==> src/rtl/pc_ctrl_pkg.sv <==
// Shared encodings for the PC source controller: FSM states, instruction
// classes, PC mux select codes and the RESOLVE-stage branch decision helper.
package pc_ctrl_pkg;

  typedef enum logic [2:0] {
    ST_IDLE     = 3'd0,
    ST_FETCH    = 3'd1,
    ST_DECODE   = 3'd2,
    ST_RESOLVE  = 3'd3,
    ST_EXC_SAVE = 3'd4,
    ST_EXC_JUMP = 3'd5
  } state_e;

  localparam logic [2:0] OP_SEQ = 3'b000;
  localparam logic [2:0] OP_BEQ = 3'b001;
  localparam logic [2:0] OP_BNE = 3'b010;
  localparam logic [2:0] OP_J   = 3'b011;
  localparam logic [2:0] OP_JR  = 3'b100;

  localparam logic [2:0] SRC_PC4    = 3'b000;
  localparam logic [2:0] SRC_BRANCH = 3'b001;
  localparam logic [2:0] SRC_JUMP   = 3'b010;
  localparam logic [2:0] SRC_REG    = 3'b011;
  localparam logic [2:0] SRC_EXC    = 3'b100;

  typedef struct packed {
    logic       take;
    logic       illegal;
    logic [2:0] src;
  } resolve_t;

  // Turns a latched class/zero pair into "load PC or not" and the mux select.
  function automatic resolve_t resolve_op(input logic [2:0] op, input logic zero_f);
    resolve_t r;
    r = '{take: 1'b0, illegal: 1'b0, src: SRC_PC4};
    case (op)
      OP_SEQ: r.take = 1'b0;
      OP_BEQ: if (zero_f) begin
        r.take = 1'b1;
        r.src  = SRC_BRANCH;
      end
      OP_BNE: if (!zero_f) begin
        r.take = 1'b1;
        r.src  = SRC_BRANCH;
      end
      OP_J: begin
        r.take = 1'b1;
        r.src  = SRC_JUMP;
      end
      OP_JR: begin
        r.take = 1'b1;
        r.src  = SRC_REG;
      end
      default: r.illegal = 1'b1;
    endcase
    return r;
  endfunction

endpackage

==> src/rtl/pc_wait_timer.sv <==
// Fetch wait counter: counts enabled cycles and flags the cycle in which the
// LIMIT-th consecutive wait cycle is being spent.
module pc_wait_timer #(
  parameter int TMR_W = 4,
  parameter int LIMIT = 15
) (
  input  logic clk,
  input  logic reset_n,
  input  logic clr,
  input  logic en,
  output logic expired
);

  localparam logic [TMR_W-1:0] LAST = TMR_W'(LIMIT - 1);

  logic [TMR_W-1:0] cnt_q, cnt_d;

  assign expired = en && (cnt_q == LAST);

  always_comb begin
    cnt_d = cnt_q;
    if (clr) begin
      cnt_d = '0;
    end else if (en && !expired) begin
      cnt_d = cnt_q + TMR_W'(1);
    end
  end

  always_ff @(posedge clk) begin
    if (!reset_n) begin
      cnt_q <= '0;
    end else begin
      cnt_q <= cnt_d;
    end
  end

endmodule

==> src/rtl/pc_source_ctrl.sv <==
// Multicycle PC source controller. Define PCSRC_EXC_EN to enable fetch
// timeout, exc_req handling, illegal-class traps and the EPC/vector sequence.
module pc_source_ctrl
  import pc_ctrl_pkg::*;
#(
  parameter int MEM_TIMEOUT = 15,
  parameter int TMR_W       = 4
) (
  input  logic       clk,
  input  logic       reset_n,
  input  logic       mem_ready,
  input  logic       op_valid,
  input  logic [2:0] op_class,
  input  logic       zero,
  input  logic       exc_req,
  output logic [2:0] PCSource_control,
  output logic       PCWrite,
  output logic       EPCWrite,
  output logic       busy
);

`ifdef PCSRC_EXC_EN
  localparam bit EXC_EN = 1'b1;
`else
  localparam bit EXC_EN = 1'b0;
`endif

  state_e     state_q, state_d;
  logic [2:0] op_q, op_d;
  logic       zero_q, zero_d;
  logic       pcw_q, pcw_d;
  logic       epc_q, epc_d;
  logic [2:0] src_q, src_d;

  logic       exc;
  logic       tmr_en;
  logic       tmr_clr;
  logic       tmr_expired;
  resolve_t   res;

  // The counter is held at zero outside FETCH, so every FETCH starts fresh.
  assign tmr_clr = (state_q != ST_FETCH);
  assign tmr_en  = EXC_EN && (state_q == ST_FETCH) && !mem_ready;

  pc_wait_timer #(
    .TMR_W (TMR_W),
    .LIMIT (MEM_TIMEOUT)
  ) u_wait_timer (
    .clk     (clk),
    .reset_n (reset_n),
    .clr     (tmr_clr),
    .en      (tmr_en),
    .expired (tmr_expired)
  );

  // Strobes are decided here and registered, so no input reaches an output
  // combinationally; a strobe shows in the cycle after the deciding state.
  always_comb begin
    state_d = state_q;
    op_d    = op_q;
    zero_d  = zero_q;
    pcw_d   = 1'b0;
    epc_d   = 1'b0;
    src_d   = SRC_PC4;
    exc     = EXC_EN && exc_req;
    res     = resolve_op(op_q, zero_q);

    case (state_q)
      ST_IDLE: state_d = ST_FETCH;
      ST_FETCH: begin
        if (exc || tmr_expired) begin
          state_d = ST_EXC_SAVE;
          epc_d   = 1'b1;
        end else if (mem_ready) begin
          state_d = ST_DECODE;
          pcw_d   = 1'b1;
        end
      end
      ST_DECODE: begin
        if (exc) begin
          state_d = ST_EXC_SAVE;
          epc_d   = 1'b1;
        end else if (op_valid) begin
          op_d    = op_class;
          zero_d  = zero;
          state_d = ST_RESOLVE;
        end
      end
      ST_RESOLVE: begin
        if (exc || (EXC_EN && res.illegal)) begin
          state_d = ST_EXC_SAVE;
          epc_d   = 1'b1;
        end else begin
          state_d = ST_FETCH;
          pcw_d   = res.take;
          src_d   = res.src;
        end
      end
      ST_EXC_SAVE: begin
        state_d = ST_EXC_JUMP;
        pcw_d   = 1'b1;
        src_d   = SRC_EXC;
      end
      ST_EXC_JUMP: state_d = ST_FETCH;
      default:     state_d = ST_IDLE;
    endcase
  end

  always_ff @(posedge clk) begin
    if (!reset_n) begin
      state_q <= ST_IDLE;
      op_q    <= OP_SEQ;
      zero_q  <= 1'b0;
      pcw_q   <= 1'b0;
      epc_q   <= 1'b0;
      src_q   <= SRC_PC4;
    end else begin
      state_q <= state_d;
      op_q    <= op_d;
      zero_q  <= zero_d;
      pcw_q   <= pcw_d;
      epc_q   <= epc_d;
      src_q   <= src_d;
    end
  end

  assign PCWrite          = pcw_q;
  assign EPCWrite         = epc_q && EXC_EN;
  assign PCSource_control = src_q;
  assign busy             = (state_q != ST_IDLE);

endmodule

==> config.mk <==
export PLATFORM = sky130hd
export DESIGN_NAME = pc_source_ctrl
export DESIGN_NICKNAME = d
export VERILOG_FILES = /design/src/rtl/pc_ctrl_pkg.sv /design/src/rtl/pc_wait_timer.sv /design/src/rtl/pc_source_ctrl.sv
export SDC_FILE = /design/constraint.sdc
export NUM_CORES = 1
export LEC_CHECK = 0
export CAP_MARGIN = 20
export CORE_UTILIZATION = 49
export DETAILED_ROUTE_END_ITERATION = 7
export PLACE_DENSITY = 0.77
export SYNTH_ARGS = -nofsm -noshare
export SYNTH_HDL_FRONTEND = slang
export SYNTH_HIERARCHICAL = 1
export SYNTH_SLANG_ARGS = --single-unit
==> constraint.sdc <==
create_clock -name clk -period 1.7 [get_ports clk]
set_clock_uncertainty 0.15 [all_clocks]
set_input_delay 0.255 -clock clk [delete_from_list [all_inputs] [get_ports clk]]
set_output_delay 0.255 -clock clk [all_outputs]
set_load 0.01 [all_outputs]
==> impl_results.md, run 1 <==
* Pins over their slew limit at 0
* Signal arrival time at the worst endpoint at 1.24 ns
* Post-Place Cells at 117
* Number of instances in the synthesized netlist at 81
* Crit Path Category: flip-flop to output pin
* Final routed wire length divided by cell count at 11.7 um
* N_diodes at 0
* Skew-Pair Late Insertion Delay at 0.28 ns
* Overall track demand over capacity in global routing at 0.209
* Slack of the worst reg-to-reg path at 0.25 ns
* Warnings from Yosys at 6
* Worst path setup slack after routing at 0.0561 ns
* H-Tree Level Count at 1
* Root buf cell: clkbuf_4
* Wire length of the first global-routing pass at 2240 um
* Sequential-to-total area share from yosys stat at 0.409
* Effective utilization at floorplan at 0.544
* Number of register bits inferred by synthesis at 15
* Overall power consumption at 0.000657 W
* Setup repair after global routing missed its margin: false
* Start of the worst register-to-register path: state_q[2]
* Clock buffer depth at 2
* Final critical-path share of the clock period at 0.967
* Die outline area at 0.00166 sq mm
* Kind of end point of the critical path: output pin
* Total congestion overflow after global routing at 0
* Aggregate routed wire length at 1420 um
* Delay-heaviest family, CP: simple AND/OR/NAND/NOR gates
* Height of the die at 40.7 um
* CTS tree: done
* Areal power density over the cells at 699 mW/mm^2
* Routability-driven placement congestion ratio at 0.816
* Commonest non-fill, non-tap cell in the layout: dfxtp_1
* Crit path launch: state_q[0]
* Antenna violations before repair at 0
* Post-layout nets at 118
* Number of sinks driven by the clock tree at 15
* HPWL after detailed placement at 1090 um
* Cell with the biggest individual delay on the critical path: or3_1
* Post-route minimum period at 1.64 ns
* Area delta synth->final at 27.9%
* Critical Path Source Type: flip-flop
* Final hold slack at 0.389 ns
* # DRC at 0
* Reg2reg path depth at 5
* Number of DRC markers after the initial detailed-route iteration at 8
* Leakage power total at 0.355 nW
* Die extent in x at 40.7 um
* Pin count of the biggest net entering global routing at 11
* Reported max-cap violation count at 0
* Post-cts hold buffer count at 0
* Path class of the lowest-slack min-delay path: flip-flop to flip-flop
* Cell variety after synth at 33
* Instance count on the critical path at 2
* Critical path capture point: busy
* Status: complete, no violations
* Core box area at 0.00135 sq mm
* Clk pin slew, worst setup/hold paths at 0.09 ns
* Number of hold violations in the final report at 0
* Fraction of final layout cells sized beyond drive strength 1 at 0.113
* Netlist Area Pre-Place at 734 sq um
* First-pass iteration count of the detailed router at 4
* Number of cells in the finished layout apart from fillers at 121
* Req. time, crit path at 1.29 ns
* Post-DR vias/cell at 5.32
* Final Util at 0.696
* Top fanout value on the critical path at 2
* Count of final setup violators at 0
* Ordered cell list for the critical path: or3_1 -> dlygate4sd2_1
* Number of input and output port buffers inserted at 12
* Vias in the first global route at 560
* Endpoint of the lowest-slack register-to-register path: u_wait_timer/cnt_q[3]
* CTS Buf Count at 3
* Count of pins on the block boundary at 15
* Number of rows created at floorplan at 13
* Post-detailed-route count of antenna-violating nets at 0
* Number of vias after detailed routing at 644
* Buffer and inverter count on the worst path at 1
* Worst VDD drop at 650 uV
* Commonest non-fill, non-tap cells in the layout: 15 x dfxtp_1, 11 x clkdlybuf4s50_1, 9 x conb_1
* Minimum setup slack after placement at -0.0257 ns
* Top achievable clock speed at 0.608 GHz
* Mean cell area of the mapped netlist at 9.07 sq um
* Worst stage delay on the critical path at 0.35 ns
==> worst min-delay path: stages (launching register included) <==
cell	delay, ns
dfxtp_1	0.35
inv_1	0.08
a211oi_1	0.06
==> timing repair <==
action                                  4_1_cts  5_1_grt
endpoints found under the setup margin        1        0
gates resized for setup                       1        0
buffers inserted                              0        0
==> through the flow <==
| step | TNS [ns] | instance area [sq um] |
|---|---|---|
| 3_3_place_gp | -0.0713 | 915 |
| 4_1_cts | 0 | 940 |
| 6_report | 0 | 940 |
| 2_1_floorplan | 0 | 764 |
| 3_5_place_dp | -0.0608 | 915 |
| 5_1_grt | 0 | 940 |
==> synth_stat cells, drive strengths merged <==
library cell,instances,area [sq um]
a211oi,3,22.5
a21o,2,16.3
a21oi,8,43.8
a31oi,1,6.26
a32oi,2,17.5
and2b,2,15.0
and3,1,6.26
and4,1,10.0
buf,2,15.0
clkbuf,1,3.75
conb,1,3.75
dfxtp,15,300
ha,2,25.0
inv,4,15.0
mux2,1,11.3
mux2i,4,40.0
nand2,3,11.3
nand2b,4,25.0
nand3,3,20.0
nand3b,2,15.0
nand4,1,6.26
nor2,6,22.5
nor2b,4,25.0
nor3,2,10.0
nor3b,1,7.51
nor4bb,1,10.0
o211a,1,10.0
o21ai,1,5.00
or3,1,6.26
or3b,1,8.76
==> power breakdown <==
part / total [W] / internal [W] / switching (W)
Combinational: 0.0000880 / 0.0000472 / 0.0000408
Sequential: 0.000366 / 0.000360 / 0.00000605
Clock: 0.000203 / 0.0000912 / 0.000112
==> worst min-delay path by stage <==
stage                     startpoint                     to  slack (ns)  cells after the start
6_report       u_wait_timer/cnt_q[3]  u_wait_timer/cnt_q[3]        0.39                      2
2_1_floorplan                reset_n                PCWrite        0.22                      2
4_1_cts        u_wait_timer/cnt_q[3]  u_wait_timer/cnt_q[3]        0.39                      2
3_3_place_gp   u_wait_timer/cnt_q[3]  u_wait_timer/cnt_q[3]        0.36                      2
5_1_grt                      op_q[2]    PCSource_control[0]        0.43                      2
3_5_place_dp   u_wait_timer/cnt_q[3]  u_wait_timer/cnt_q[3]        0.38                      2
==> flip-flops by register name (all words and copies together), names as in the netlist <==
| name | cells |
|---|---|
| PCWrite | 1 |
| u_wait_timer/cnt_q | 4 |
| zero_q | 1 |
| PCSource_control | 3 |
| op_q | 3 |
| state_q | 3 |
==> metal layers <==
metal / routed length [um] / global-route usage
met1: 630 / 0.219
met2: 699 / 0.397
met3: 69 / 0.0489
met4: 17 / 0.0750
met5: 0 / 0
==> kinds of logic after synthesis <==
family,synth area share
buf+inv,0.0460
compound gates,0.165
other cells,0.00511
simple gates,0.271
fa+ha+maj,0.0341
flops,0.409
mux,0.0698
==> area by class of cell <==
cell class	count	area, sq um
Inverter	4	15.0
Fill cell	108	410
Multi-Input combinational cell	67	430
Sequential cell	15	300
Tap cell	15	18.8
Timing Repair Buffer	16	149
Clock buffer	4	26.3
Note: power is estimated with default switching activity, not from simulation.
==> inputs of run 2 (changes only) <==
--- a/config.mk
+++ b/config.mk
@@ -6,9 +6,9 @@
 export NUM_CORES = 1
 export LEC_CHECK = 0
 export CAP_MARGIN = 20
-export CORE_UTILIZATION = 49
+export CORE_UTILIZATION = 41
 export DETAILED_ROUTE_END_ITERATION = 7
-export PLACE_DENSITY = 0.77
+export PLACE_DENSITY = 0.66
 export SYNTH_ARGS = -nofsm -noshare
 export SYNTH_HDL_FRONTEND = slang
 export SYNTH_HIERARCHICAL = 1
==> impl_results.md, run 2 (same netlist as run 1, synthesis figures left out) <==
* Minimum setup slack after placement at -0.0438 ns (-0.0181 ns)
* Kind of end point of the critical path: output pin
* Post-cts hold buffer count at 0 (unchanged)
* # DRC at 0 (unchanged)
* Clk pin slew, worst setup/hold paths at 0.09 ns (about the same)
* Number of input and output port buffers inserted at 12 (unchanged)
* N_diodes at 0 (unchanged)
* Die extent in x at 44.3 um (+8.9%)
* Number of sinks driven by the clock tree at 15 (unchanged)
* CTS Buf Count at 3 (unchanged)
* Overall power consumption at 0.000649 W (-1.3%)
* Height of the die at 44.3 um (+8.9%)
* Number of vias after detailed routing at 625 (-3.0%)
* # fillers at 142 (+31%)
* Post-DR vias/cell at 4.81 (-9.7%)
* Die outline area at 0.00196 sq mm (+19%)
* Register name with the most flops: u_wait_timer/cnt_q
* Gates resized, CTS repair at 1 (unchanged)
* Post-route minimum period at 1.63 ns (-0.0185 ns)
* Core box area at 0.00159 sq mm (+18%)
* First-pass iteration count of the detailed router at 4 (unchanged)
* Reported max-cap violation count at 0 (unchanged)
* Ordered cell list for the critical path: or3_1 -> dlygate4sd2_1
* Area delta synth->final at 29.5%
* Fin area at 951 sq um (+1.2%)
* Skew-Pair Late Insertion Delay at 0.27 ns (about the same)
* Post-layout nets at 118 (unchanged)
* Effective utilization at floorplan at 0.461 (-0.0833)
* Path class of the lowest-slack min-delay path: flip-flop to flip-flop
* Worst path setup slack after routing at 0.0746 ns (+0.0185 ns)
* Final critical-path share of the clock period at 0.956 (-0.0109)
* Setup repair after global routing missed its margin: false
* Number of DRC markers after the initial detailed-route iteration at 5 (-3)
* Placed Area at 926 sq um (+1.2%)
* Vias in the first global route at 650 (+16%)
* Commonest non-fill, non-tap cell in the layout: dfxtp_1
* Commonest non-fill, non-tap cells in the layout: 15 x dfxtp_1, 11 x clkdlybuf4s50_1, 9 x conb_1
* Setup TNS at 0 ns (unchanged)
* Post-detailed-route count of antenna-violating nets at 0 (unchanged)
* Pins over their slew limit at 0 (unchanged)
* Status: complete, no violations
* Leakage power total at 0.355 nW (unchanged)
* Antenna violations before repair at 0 (unchanged)
* Top fanout value on the critical path at 2 (unchanged)
* Top achievable clock speed at 0.615 GHz (+1.1%)
* Aggregate routed wire length at 1390 um (-1.6%)
* Crit Path Category: flip-flop to output pin
* Worst VDD drop at 515 uV (-21%)
* Overall track demand over capacity in global routing at 0.173 (-0.0359)
* CTS tree: done
* Root buf cell: clkbuf_4
* Pin count of the biggest net entering global routing at 11 (unchanged)
* Critical Path Source Type: flip-flop
* Number of instances on the worst hold path at 2 (unchanged)
* Total congestion overflow after global routing at 0 (unchanged)
* Final routed wire length divided by cell count at 10.7 um (-8.4%)
* Areal power density over the cells at 682 mW/mm^2 (-2.4%)
* Count of pins on the block boundary at 15 (unchanged)
* H-Tree Level Count at 1 (unchanged)
* Wire length of the first global-routing pass at 2520 um (+13%)
* Signal arrival time at the worst endpoint at 1.22 ns (-0.02 ns)
* Number of hold violations in the final report at 0 (unchanged)
* Cell with the biggest individual delay on the critical path: or3_1
* Number of flip-flops in the largest register at 4 (unchanged)
* Fraction of final layout cells sized beyond drive strength 1 at 0.113 (unchanged)
* Number of rows created at floorplan at 14 (+1)
* Reg2reg path depth at 5 (unchanged)
* Count of final setup violators at 0 (unchanged)
* Clock buffer depth at 2 (unchanged)
* Req. time, crit path at 1.29 ns (about the same)
* Worst stage delay on the critical path at 0.35 ns (about the same)
* Routability-driven placement congestion ratio at 0.811 (-0.64%)
* Postcts setup bufs at 0 (unchanged)
run 2: cell counts in the layout (fill, tap and decap cells not counted):
Identical to the previous run, type by type.
run 2: final timing paths:
check | startpoint | end | slack (ns)
setup / recovery | state_q[0] | busy | 0.07
setup reg to reg | state_q[0] | op_q[2] | 0.25
hold reg to reg | u_wait_timer/cnt_q[3] | u_wait_timer/cnt_q[3] | 0.40
hold / removal | u_wait_timer/cnt_q[3] | u_wait_timer/cnt_q[3] | 0.40
run 2: cell type report:
cell class / instances / area [sq um] / area share
Inverter: 4 / 15.0 / 0.0158
Multi-Input combinational cell: 67 / 430 / 0.453
Tap cell: 24 / 30.0 / 0.0316
Clock buffer: 4 / 26.3 / 0.0276
Sequential cell: 15 / 300 / 0.316
Timing Repair Buffer: 16 / 149 / 0.157
run 2: power breakdown:
part	internal, W	switching (W)	total, W
combinational	0.0000472	0.0000395	0.0000866
sequential	0.000360	0.00000613	0.000366
clock	0.0000907	0.000106	0.000196
run 2: per-stage QoR:
stage	cells	util	hold WS, ns
after floorplan	89	-	0.219
after global placement	126	0.581	0.360
after detailed placement	126	0.581	0.378
after CTS	130	0.597	0.397
after global routing	130	0.597	0.422
final	130	0.597	0.395
run 2: per-layer routing:
layer / GRT usage / vias to the layer above / part of all wire
met2: 0.294 / 14 / 0.47
met5: 0 / - / 0
li1: - / 328 / -
met3: 0.0286 / 2 / 0.035
met1: 0.213 / 281 / 0.49
met4: 0.0788 / 0 / 0.010
run 2: critical path, delay by kind of cell (launching register included):
family                 cells  cell delay (ns)
buffers and inverters      1             0.29
AND/OR/NAND/NOR            1             0.35
flip-flops                 1             0.32
==> inputs of run 3 (changes only) <==
--- a/config.mk
+++ b/config.mk
@@ -5,10 +5,10 @@
 export SDC_FILE = /design/constraint.sdc
 export NUM_CORES = 1
 export LEC_CHECK = 0
-export CAP_MARGIN = 20
-export CORE_UTILIZATION = 41
+export CAP_MARGIN = 5
+export CORE_UTILIZATION = 45
 export DETAILED_ROUTE_END_ITERATION = 7
-export PLACE_DENSITY = 0.66
+export PLACE_DENSITY = 0.71
 export SYNTH_ARGS = -nofsm -noshare
 export SYNTH_HDL_FRONTEND = slang
 export SYNTH_HIERARCHICAL = 1
==> impl_results.md, run 3 (same netlist as run 1, synthesis figures left out) <==
* Effective utilization at floorplan at 0.482 (+0.0212)
* Die extent in x at 42.4 um (-4.3%)
* Worst path setup slack after routing at 0.0669 ns (-0.00776 ns)
* Status: complete, no violations
* Ordered cell list for the critical path: or3_1 -> dlygate4sd2_1
* Kind of end point of the critical path: output pin
* Hold path endpoint: u_wait_timer/cnt_q[3]
* HPWL after detailed placement at 1040 um
* Path class of the lowest-slack min-delay path: flip-flop to flip-flop
* Minimum setup slack after placement at -0.147 ns (-0.103 ns)
* Clock buffer depth at 2 (unchanged)
* Height of the die at 42.4 um (-4.3%)
* # DRC at 0 (unchanged)
* Post-Place Cells at 119 (-5.6%)
* Vias in the first global route at 569 (-12%)
* Die outline area at 0.00180 sq mm (-8.5%)
* Final critical-path share of the clock period at 0.961 (+0.00456)
* Core box area at 0.00152 sq mm (-4.4%)
* Number of input and output port buffers inserted at 12 (unchanged)
* Reported max-cap violation count at 0 (unchanged)
* Register name with the most flops: u_wait_timer/cnt_q
* Number of flip-flops in the largest register at 4 (unchanged)
* Area occupied by multi-input gates at 430 sq um (unchanged)
* Critical Path Source Type: flip-flop
* Req. time, crit path at 1.29 ns (about the same)
* Postcts setup bufs at 0 (unchanged)
* Top achievable clock speed at 0.612 GHz (-0.47%)
* Leakage power total at 0.360 nW (+1.4%)
* Register Area at 300 sq um (unchanged)
* Routability-driven placement congestion ratio at 0.740 (-8.8%)
* Pins over their slew limit at 0 (unchanged)
* Final routed wire length divided by cell count at 10.9 um (+2.0%)
* Aggregate routed wire length at 1340 um (-3.5%)
* Total congestion overflow after global routing at 0 (unchanged)
* Skew-Pair Late Insertion Delay at 0.27 ns (about the same)
* Buffer and inverter count on the worst path at 1 (unchanged)
* Start of the worst register-to-register path: state_q[0]
* Worst VDD drop at 453 uV (-12%)
* Delay-heaviest family, CP: simple AND/OR/NAND/NOR gates
* Final Util at 0.622 (+0.0258)
* First-pass iteration count of the detailed router at 4 (unchanged)
* Post-layout nets at 119 (+0.85%)
* CTS Buf Count at 3 (unchanged)
* Reg2reg path depth at 5 (unchanged)
* Area delta synth->final at 29.1%
* Number of DRC markers after the initial detailed-route iteration at 8 (+3)
* Number of rows created at floorplan at 14 (unchanged)
* Fin area at 948 sq um (-0.26%)
* Worst stage delay on the critical path at 0.35 ns (about the same)
* Endpoint of the lowest-slack register-to-register path: op_q[2]
* Clk pin slew, worst setup/hold paths at 0.08 ns (about the same)
* Setup repair after global routing missed its margin: false
* Pin count of the biggest net entering global routing at 11 (unchanged)
* Commonest non-fill, non-tap cell in the layout: dfxtp_1
* Slack of the worst reg-to-reg path at 0.15 ns (-0.10 ns)
* Instance count on the critical path at 2 (unchanged)
* Cell with the biggest individual delay on the critical path: or3_1
* Post-DR vias/cell at 5.12 (+6.5%)
* Count of final setup violators at 0 (unchanged)
* Post-detailed-route count of antenna-violating nets at 0 (unchanged)
* Count of pins on the block boundary at 15 (unchanged)
* Wire length of the first global-routing pass at 2320 um (-7.9%)
* Antenna violations before repair at 0 (unchanged)
* Signal arrival time at the worst endpoint at 1.23 ns (about the same)
* CTS tree: done
* Post-cts hold buffer count at 0 (unchanged)
* Areal power density over the cells at 687 mW/mm^2 (+0.61%)
* Post-route minimum period at 1.63 ns (+0.00776 ns)
* Top fanout value on the critical path at 2 (unchanged)
* N_diodes at 0 (unchanged)
* H-Tree Level Count at 1 (unchanged)
* Overall track demand over capacity in global routing at 0.169 (-0.00388)
* Number of cells in the finished layout apart from fillers at 123 (-5.4%)
* Final hold slack at 0.378 ns (-0.0174 ns)
* Number of sinks driven by the clock tree at 15 (unchanged)
* Worst Hold Launch: u_wait_timer/cnt_q[3]
* Root buf cell: clkbuf_4
* Placed Area at 923 sq um (-0.27%)
* Number of hold violations in the final report at 0 (unchanged)
* Number of instances on the worst hold path at 2 (unchanged)
* Commonest non-fill, non-tap cells in the layout: 15 x dfxtp_1, 11 x clkdlybuf4s50_1, 9 x conb_1
* Fraction of final layout cells sized beyond drive strength 1 at 0.121 (+0.00829)
* # fillers at 138 (-2.8%)
* Crit Path Category: flip-flop to output pin
* Number of vias after detailed routing at 630 (+0.80%)
==> run 3: cell count changes in the layout (fill, tap and decap cells not counted), sizes merged <==
cell  change
buf       +1
==> run 3: area by class of cell <==
cell class / count / area share
Multi-Input combinational cell: 67 / 0.454
Timing Repair Buffer: 17 / 0.165
Clock buffer: 4 / 0.0277
Tap cell: 16 / 0.0211
Inverter: 4 / 0.0158
Sequential cell: 15 / 0.317
==> run 3: repair_timing <==
action | in CTS | in global routing
hold endpoints to repair | 0 | 0
endpoints found under the setup margin | 1 | 0
gates resized for setup | 1 | 0
==> run 3: how the worst max path moves through the flow <==
stage                from       to  slack [ns]
5_1_grt        state_q[0]     busy        0.02
3_3_place_gp     op_valid  op_q[2]       -0.04
2_1_floorplan  state_q[0]  op_q[0]        0.45
6_report       state_q[0]     busy        0.07
3_5_place_dp     op_valid  op_q[2]       -0.15
4_1_cts        state_q[0]     busy        0.05
==> run 3: metal layers <==
| layer | up-vias | global-route usage | routed length [um] |
|---|---|---|---|
| met5 | - | 0 | 0 |
| met4 | 0 | 0.0938 | 10 |
| met3 | 2 | 0.0259 | 48 |
| met2 | 13 | 0.252 | 613 |
| met1 | 280 | 0.230 | 671 |
| li1 | 335 | - | - |
==> run 3: power by group <==
group	total [W]	internal, W	switching (W)
clock	0.000196	0.0000908	0.000105
sequential	0.000365	0.000360	0.00000554
combinational	0.0000897	0.0000486	0.0000411
total	0.000651	0.000499	0.000152
==> run 3: worst min-delay path, cell delays in order, from the launching register on <==
cell and delay (ns):
dfxtp_1 0.35, inv_1 0.08, a211oi_1 0.06
==> run 3: metrics by stage <==
step,power [W],TNS (ns)
6_report,0.000651,0
5_1_grt,0.000688,0
4_1_cts,0.000665,0
3_5_place_dp,0.000464,-0.483
3_3_place_gp,0.000463,-0.147
2_1_floorplan,0.000424,0
==> edit (flow settings as in run 2) <==
The 6 states of `state_e` get a Gray code encoding in 3 bits.
--- a/src/rtl/pc_ctrl_pkg.sv
+++ b/src/rtl/pc_ctrl_pkg.sv
@@ -3,12 +3,12 @@
 package pc_ctrl_pkg;
 
   typedef enum logic [2:0] {
-    ST_IDLE     = 3'd0,
-    ST_FETCH    = 3'd1,
-    ST_DECODE   = 3'd2,
-    ST_RESOLVE  = 3'd3,
-    ST_EXC_SAVE = 3'd4,
-    ST_EXC_JUMP = 3'd5
+    ST_IDLE     = 3'b000,
+    ST_FETCH    = 3'b001,
+    ST_DECODE   = 3'b011,
+    ST_RESOLVE  = 3'b010,
+    ST_EXC_SAVE = 3'b110,
+    ST_EXC_JUMP = 3'b111
   } state_e;
 
   localparam logic [2:0] OP_SEQ = 3'b000;
Behaviour: no difference found for any inputs over 10 cycles, from zero or initial values and one cycle with reset_n low; not proved beyond that.
==> edit against run 2 <==
The flow now finishes with violations (DRC). Sequential cell count unchanged. Sequential share of layout area grew 1.4 points. Synthesized area down 2.0%. Cell area decreased by 2.6%. Worst setup slack got worse by 0.0060 ns. Wire length decreased by 13%. Clock power increased by 3%. Via count down 3.5%. Largest power group unchanged. Total power shrank 3.5%.
==> edit: results (changes against run 2) <==
* Result of the run: complete, but fails checks
* Violated checks: DRC
* Count of mapped cells out of synthesis at 78 (-3.7%)
* Largest net degree at the start of global routing at 12 (+1)
* Area of the multi-input gates at 432 um^2 (+0.29%)
* Largest delay share family, worst path: flip-flops
* Share of post-route cells with drive strength above 1 at 0.127 (+0.0142)
* Slowest-stage cell, CP: sky130_fd_sc_hd__dfxtp_4
* DP Area at 890 um^2 (-3.9%)
* Clock share of power at 0.321 (+0.018)
* Post-route worst hold slack at 0.308 ns (-0.0877 ns)
* Highest fanout seen on the critical path at 6 (+4)
* Remaining routing DRC violations at 2 (+2)
* Seq/total area at 0.330 (+0.0139)
* Achievable clock frequency at 613 MHz (-0.37%)
* All-layer global routing usage at 0.157 (-0.0159)
* WL met1 at 619 um (-8.6%)
* Post-Place Worst Slack at 0.0986 ns (+0.142 ns)
* Post-synth top cells: sky130_fd_sc_hd__dfxtp_1, sky130_fd_sc_hd__a21oi_1, sky130_fd_sc_hd__nor2b_1
* Total combinational power at 0.0000609 W (-30%)
* Net Sw Frac at 0.227 (-0.00638)
* Initial drt markers at 3 (-2)
* Number of detailed-route iterations in the first pass at 5 (+1)
* Total detailed-routing wirelength at 1210 um (-13%)
* Routed wl met2 at 511 um (-22%)
* Leakage power at 0.367 nW (+3.4%)
* Vias in the first global route at 540 (-17%)
* Maximum ir drop on the vdd rail at 0.377 mV (-27%)
* Reported net switching power at 0.000142 W (-6.1%)
* Gp weighted congestion at 0.730 (-10%)
* Global-route wire length before repair at 2170 um (-14%)
* Dpl cells at 114 (-9.5%)
[edit: cell types whose count changed in the layout (fill, tap and decap cells not counted), sizes merged, moves of 2 or more]
cell / change
o21ai: +2
nand2b: -3
nor2: -4
a32oi: -2
buf: -3
a21boi: +2
[edit: cell families after synthesis]
| kind of cell | Yosys count | synth area share |
|---|---|---|
| mux | 5 | 0.0713 |
| fa+ha+maj | 2 | 0.0348 |
| simple gates | 31 | 0.268 |
| flops | 15 | 0.417 |
| compound gates | 19 | 0.172 |
| buf+inv | 5 | 0.0313 |
| other cells | 1 | 0.00521 |
[edit: worst paths after layout]
kind	startpoint	to	depth (start not counted)
max	state_q[0]	busy	2
min	state_q[0]	state_q[0]	1
max reg2reg	state_q[1]	u_wait_timer/cnt_q[2]	5
min reg2reg	state_q[0]	state_q[0]	1
[edit: per-layer routing]
layer	GRT usage	vias up
met5	0	-
met4	0.109	0
met3	0.0250	4
met2	0.242	12
met1	0.200	266
li1	-	321
